===== src/rtl/alu_issue_ctrl.sv =====
// rtl/alu_issue_ctrl.sv - issue/writeback controller for the 4-bit combinational alu
//
// Purpose:
//   Holds a small register file and accepts one instruction at a time on a
//   valid/ready input channel.
//   - LOAD writes an immediate value into a register.
//   - An ALU op drives the external alu from the register file for one EXEC
//     cycle, then writes R back and captures CF into a sticky carry bit.
//   Each completed instruction is reported on a valid/ready output channel.
//
// Optional feature (macro ALU_ISSUE_ZERO_FLAG_EN):
//   Adds a registered zf output. zf is set on every register write when the
//   written value is zero.
//
// Ports:
//   clk, rst                    clock, synchronous active-high reset
//   in_valid/in_ready           instruction handshake
//   in_kind                     0 = ALU op, 1 = LOAD immediate
//   in_op, in_rd, in_rs1,
//   in_rs2, in_imm              instruction fields
//   alu_a, alu_b, alu_op        to the alu (zero outside EXEC)
//   alu_r, alu_cf               from the alu
//   out_valid/out_ready         completion handshake
//   out_rd, out_result          completion record
//   cf                          sticky carry register
//   dbg_sel, dbg_data           combinational register-file read
//   zf                          zero flag (only with ALU_ISSUE_ZERO_FLAG_EN)

module alu_issue_ctrl #(
    parameter int DATA_W  = 4,
    parameter int REG_CNT = 4,
    parameter int ADDR_W  = 2
) (
    input  logic              clk,
    input  logic              rst,
    input  logic              in_valid,
    output logic              in_ready,
    input  logic              in_kind,
    input  logic [1:0]        in_op,
    input  logic [ADDR_W-1:0] in_rd,
    input  logic [ADDR_W-1:0] in_rs1,
    input  logic [ADDR_W-1:0] in_rs2,
    input  logic [DATA_W-1:0] in_imm,
    output logic [DATA_W-1:0] alu_a,
    output logic [DATA_W-1:0] alu_b,
    output logic [1:0]        alu_op,
    input  logic [DATA_W-1:0] alu_r,
    input  logic              alu_cf,
    output logic              out_valid,
    input  logic              out_ready,
    output logic [ADDR_W-1:0] out_rd,
    output logic [DATA_W-1:0] out_result,
    output logic              cf,
`ifdef ALU_ISSUE_ZERO_FLAG_EN
    output logic              zf,
`endif
    input  logic [ADDR_W-1:0] dbg_sel,
    output logic [DATA_W-1:0] dbg_data
);

    typedef enum logic [1:0] {
        IDLE = 2'd0,
        EXEC = 2'd1,
        DONE = 2'd2
    } state_t;

    state_t state;
    state_t state_nxt;

    logic [DATA_W-1:0] regs [REG_CNT];

    // Only the fields needed after the accept edge are kept. LOAD commits
    // its immediate on the accept edge itself, so kind and imm never need
    // to outlive that edge.
    logic [1:0]        op_q;
    logic [ADDR_W-1:0] rd_q;
    logic [ADDR_W-1:0] rs1_q;
    logic [ADDR_W-1:0] rs2_q;

    assign dbg_data = regs[dbg_sel];

    // State register
    always_ff @(posedge clk) begin
        if (rst) begin
            state <= IDLE;
        end else begin
            state <= state_nxt;
        end
    end

    // Next-state logic and the state-decoded outputs
    always_comb begin
        state_nxt = state;
        in_ready  = 1'b0;
        out_valid = 1'b0;
        alu_a     = '0;
        alu_b     = '0;
        alu_op    = 2'b00;
        case (state)
            IDLE: begin
                in_ready = 1'b1;
                if (in_valid) begin
                    state_nxt = in_kind ? DONE : EXEC;
                end
            end
            EXEC: begin
                alu_a     = regs[rs1_q];
                alu_b     = regs[rs2_q];
                alu_op    = op_q;
                state_nxt = DONE;
            end
            DONE: begin
                out_valid = 1'b1;
                if (out_ready) begin
                    state_nxt = IDLE;
                end
            end
            default: begin
                state_nxt = IDLE;
            end
        endcase
    end

    // Datapath: field latch, register file, completion record, flags.
    // An EXEC cycle interrupted by rst never reaches its writeback because
    // the reset branch takes priority.
    always_ff @(posedge clk) begin
        if (rst) begin
            for (int i = 0; i < REG_CNT; i++) begin
                regs[i] <= '0;
            end
            op_q       <= 2'b00;
            rd_q       <= '0;
            rs1_q      <= '0;
            rs2_q      <= '0;
            cf         <= 1'b0;
            out_rd     <= '0;
            out_result <= '0;
`ifdef ALU_ISSUE_ZERO_FLAG_EN
            zf         <= 1'b0;
`endif
        end else begin
            case (state)
                IDLE: begin
                    if (in_valid) begin
                        op_q  <= in_op;
                        rd_q  <= in_rd;
                        rs1_q <= in_rs1;
                        rs2_q <= in_rs2;
                        if (in_kind) begin
                            regs[in_rd] <= in_imm;
                            out_rd      <= in_rd;
                            out_result  <= in_imm;
`ifdef ALU_ISSUE_ZERO_FLAG_EN
                            zf          <= (in_imm == '0);
`endif
                        end
                    end
                end
                EXEC: begin
                    // Sources were read combinationally this cycle, so an
                    // aliased rd sees the old value on the read side.
                    regs[rd_q] <= alu_r;
                    cf         <= alu_cf;
                    out_rd     <= rd_q;
                    out_result <= alu_r;
`ifdef ALU_ISSUE_ZERO_FLAG_EN
                    zf         <= (alu_r == '0);
`endif
                end
                default: begin
                end
            endcase
        end
    end

endmodule


===== config.mk =====
export PLATFORM = sky130hd
export DESIGN_NAME = alu_issue_ctrl
export DESIGN_NICKNAME = d
export VERILOG_FILES = /design/src/rtl/alu_issue_ctrl.sv
export SDC_FILE = /design/constraint.sdc
export NUM_CORES = 1
export LEC_CHECK = 0
export ABC_AREA = 1
export BUFFER_PORTS_ARGS = -buffer_cell sky130_fd_sc_hd__buf_2
export CORE_MARGIN = 3
export CORE_UTILIZATION = 30
export DETAILED_ROUTE_END_ITERATION = 12
export SLEW_MARGIN = 0
export SYNTH_ARGS = -nofsm -noshare
export SYNTH_HDL_FRONTEND = slang
export SYNTH_SLANG_ARGS = --single-unit

===== constraint.sdc =====
create_clock -name clk -period 1.7 [get_ports clk]
set_input_delay 0.255 -clock clk [delete_from_list [all_inputs] [get_ports clk]]
set_output_delay 0.255 -clock clk [all_outputs]
set_load 0.1 [all_outputs]

* Word level (Yosys, flattened, before mapping)
Memories as Yosys holds them, arrays and structs flattened. A register that Yosys moved wholly into a read port is not among the register bits.
Index checks and enable logic that the tools add are counted.
** Storage, ports and cells
- Register bits :: 17
- RAM bits :: 16
- Input bits :: 24
- Output and inout bits :: 23
- Memories kept :: 1
** Memory list
- regs :: depth 4, bits a word 4, read ports 3, clocked after memory_dff 2, write ports 4, RTL line 70 : logic [DATA_W-1:0] regs [REG_CNT];
** Cells by class
- Equal/unequal tests :: 5
- Muxes and demuxes :: 35
- Reductions and logical operators :: 7
** Operators with widths (number)
- two-way mux 2 bit :: 12
- two-way mux 4 bit :: 6
- two-way mux 1 bit :: 14
- one-hot mux 4 bit (2 select lines) :: 1
- OR reduction 4 bit :: 2
- inequality test 2 bit (second input constant) :: 3
- one-hot mux 2 bit (3 select lines) :: 1
- one-hot mux 2 bit (2 select lines) :: 1
- AND reduction 2 bit :: 2
- AND reduction 3 bit :: 1
- == test 2 x 1 -> 1 bit (second input constant) :: 1
- == test 2 bit (second input constant) :: 1
- logical NOT 2 bit :: 1
- nonzero test 2 bit :: 1

* Depth between registers and ports, before layout
- Depth in word-level cells :: 8
- Depth in mapped cells :: 7
- Gate-level depth less buffers :: 7

* Least setup slack after synthesis
No wires, ideal clock.
- Path type :: flip-flop to output port
- Start point :: reg with a tool-made name
- End point :: out alu_a[3]
- Arrival :: 2.380 ns
- Required time :: 1.445 ns
- Slack :: -0.935 ns
- Stages on the path, launching flop included :: 5
- Buffers on the path :: 2
- Cells stage by stage :: dfxtp_1 > clkbuf_1 > clkbuf_1 > o211ai_1 > a21oi_1
** RTL lines
- end: declaration :: RTL line 44 : output logic [DATA_W-1:0] alu_a,

* Worst setup path in the final report
- Start point :: reg state[1]
- End point :: out alu_a[0]
** On the way
- Word-level cells in the longest chain between the ends :: 2
** RTL lines
- start: declaration :: RTL line 67 : state_t state;
- start signal: assignment :: RTL line 87 : state <= state_nxt;
- == test 2 x 1 -> 1 bit :: RTL line 99 : case (state)
- two-way mux 4 bit :: RTL line 99
No other way between the ends.

==> metrics.md <==
| Metric | Value |
|---|---|
| Status | finished clean |
| Fmax | 610.5 MHz |
| Ys Warns | 0 |
| Worst slew pin tran | 0.4878 ns |
| Largest family of logic cells by synthesized area | compound AO/OA/AOI/OAI gates |
| Routed wire length per instance | 12.64 um |
| Slew Limit Fails | 0 |
| Critical Path Start Type | register |
| P_leak | 1.046 nW |
| Core box area | 5675 um2 |
| Post-route ant nets | 0 |
| Initial Util | 31.77% |
| Critical Path RT | 1.44 ns |
| Post-DP HPWL | 3604 um |
| Final setup viols | 0 |
| Syn avg cell area | 7.672 um2 |
| Post-Syn Instances | 235 |
| Synth area leader | edfxtp_1 |
| Ports | 47 |
| Tmin final | 1.638 ns |
| First-pass GRT wire length | 7866 um |
| Vias per cell | 4.826 |
| Mux contribution to synthesized area | 0% |
| Top post-synthesis cells by area | edfxtp_1 27%, dfxtp_1 23%, a21oi_1 8.9% |
| Share of flip-flops with an asynchronous set or reset | 0% |
| Unrepaired setup endpoints after global routing | no |
| Number of global-route vias before repair | 1695 |
| Aggregate global routing overflow | 0 |
| Compound-Gate Fraction of Synth Area | 22.83% |
| Drt first pass iters | 4 |
| Initial antenna violation count | 0 |
| Setup Buffers After CTS | 0 |
| Via count | 1723 |
| Synth top cells by count | 36 x nand2_1, 34 x nor2_1, 32 x a21oi_1, 27 x o21ai_0, 23 x inv_1 |
| Distinct cells, synth | 21 |
| Worst setup margin | 0.06190 ns |
| Kind of critical path | reg -> out |
| Synth Area in Adders | 0% |
| Xor/xnor share of the synthesized area | 0% |
| Mapped Area | 1803 um2 |
| Skew-Pair Late Insertion Delay | 0.29 ns |
| Largest net degree at the start of global routing | 17 |
| Clk_skew | 0.005290 ns |
| CP Capture Type | primary output |
| Seq/Total Area, Yosys | 49.97% |
| Die area | 6976 um2 |
| Most frequent cell after synthesis | nand2_1 |
| GPL Wtd Cong | 0.8052 |
| Critical path arrival | 1.38 ns |
| Overall die height | 83.53 um |
| Number of I/O port buffers | 46 |
| Max Root-Sink Buffers | 2 |
| Crit Path Max Fanout | 11 |
| GRT Total Usage | 13.59% |
| Peak supply drop | 0.5425 mV |
| CTS Root Cell | clkbuf_8 |
| Antenna Cells | 0 |
| CTS tree | built |
| Mapped Nets | 259 |
| Register bit total from synthesis | 37 |
| Fin cells | 357 |
| Pwr Density | 866.4 nW/um2 |
| Iter 0 DRT Violations | 90 |
| Pre-CTS WS | 0.1018 ns |
| # DRC | 0 |
| H-tree Lvls | 2 |
| Num CTS Buffers | 5 |
| Synth Flop Type | dfxtp_1 |
| Number of synthesized flops with an enable pin | 16 |
| Final period utilization | 96.36% |
| Post-synth top area share | 26.65% |
| Num Clock Sinks | 37 |
| Placed insts | 349 |
| Nets | 308 |
| Endpoints failing hold | 0 |
| # Max-Cap Violations | 0 |
| Fraction of layout cells with a size suffix above 1 | 33.33% |
| Drt total wl | 4514 um |
| Worst hold path type | in -> reg |
| Clock Pin Slew Worst Setup and Hold Paths | 0.07 ns |
| Simple-Gate Fraction of Synth Area | 19.01% |
| Die Span X | 83.53 um |
| Layout area overhead | 45.66% |
| Number of cell rows | 27 |
| Max_slew headroom | 67.70% |
[critical path: stages, from the launching register on]
cell	delay [ns]
dfxtp_2	0.36
inv_4	0.09
nand2_2	0.09
buf_8	0.18
a21oi_4	0.16
buf_12	0.19
[power breakdown]
part	switching (mW)	internal [mW]	total [mW]
logic	0.452	0.188	0.640
registers	0.0634	0.997	1.06
clock network	0.291	0.284	0.575
total	0.807	1.47	2.28
[cells by family (layout without fill, tap and decap cells)]
| group | after synthesis | in the layout |
|---|---|---|
| and+or+nand+nor | 83 | 83 |
| buffers and inverters | 39 | 89 |
| DFF | 37 | 37 |
| AOI/OAI and AO/OA | 76 | 76 |
[path summary, 6_finish.rpt]
| kind | startpoint | endpoint | slack [ns] | cells past startpoint |
|---|---|---|---|---|
| max reg2reg | state[1] | regs[1][1] | 0.24 | 7 |
| min | in_kind | state[0] | 0.14 | 2 |
| min reg2reg | cf | cf | 0.47 | 2 |
| max | state[1] | alu_a[0] | 0.06 | 5 |
[final cells by class]
cell class,instances,area (um2)
Clock buffer,6,72.57
Clock inverter,2,10.01
Fill cell,556,3049
Inverter,28,107.6
Multi-Input combinational cell,159,935.9
Sequential cell,37,909.6
Tap cell,72,90.09
Timing Repair Buffer,53,500.5
[cells in the final DEF (no fill, tap or decap), drive strengths merged]
cell type,count
a21oi,32
a22oi,2
a31oi,3
buf,53
clkbuf,6
clkinv,2
dfxtp,21
edfxtp,16
inv,28
nand2,36
nand3,4
nand4,4
nor2,37
nor3,1
nor4,1
o211ai,8
o21ai,29
o22ai,2
[per-stage QoR]
step	TNS [ns]	utilization [%]	hold WS, ns	total power [mW]	instance area [um2]
after floorplan	-1.017	-	0.3260	1.536	1997
after global placement	0	44.44	0.4363	1.708	2522
after detailed placement	0	44.44	0.4442	1.715	2522
after CTS	0	46.12	0.1353	2.295	2618
after global routing	0	46.27	0.1449	2.395	2626
final	0	46.27	0.1357	2.276	2626
[repair_timing]
item | 4_1_cts | 5_1_grt
cloned | 0 | 0
hold buffers | 0 | 0
setup endpoints to repair | 10 | 12
gates resized for setup | 5 | 8
[routing by layer]
| metal | GRT usage, % | up-vias | share of wire, % |
|---|---|---|---|
| met2 | 22.67 | 49 | 48 |
| met3 | 3.159 | 7 | 4.7 |
| met5 | 0 | - | 0 |
| met1 | 17.44 | 769 | 46 |
| met4 | 4.240 | 0 | 1.2 |
| li1 | - | 898 | - |
Power figures use the tool's default switching activity.
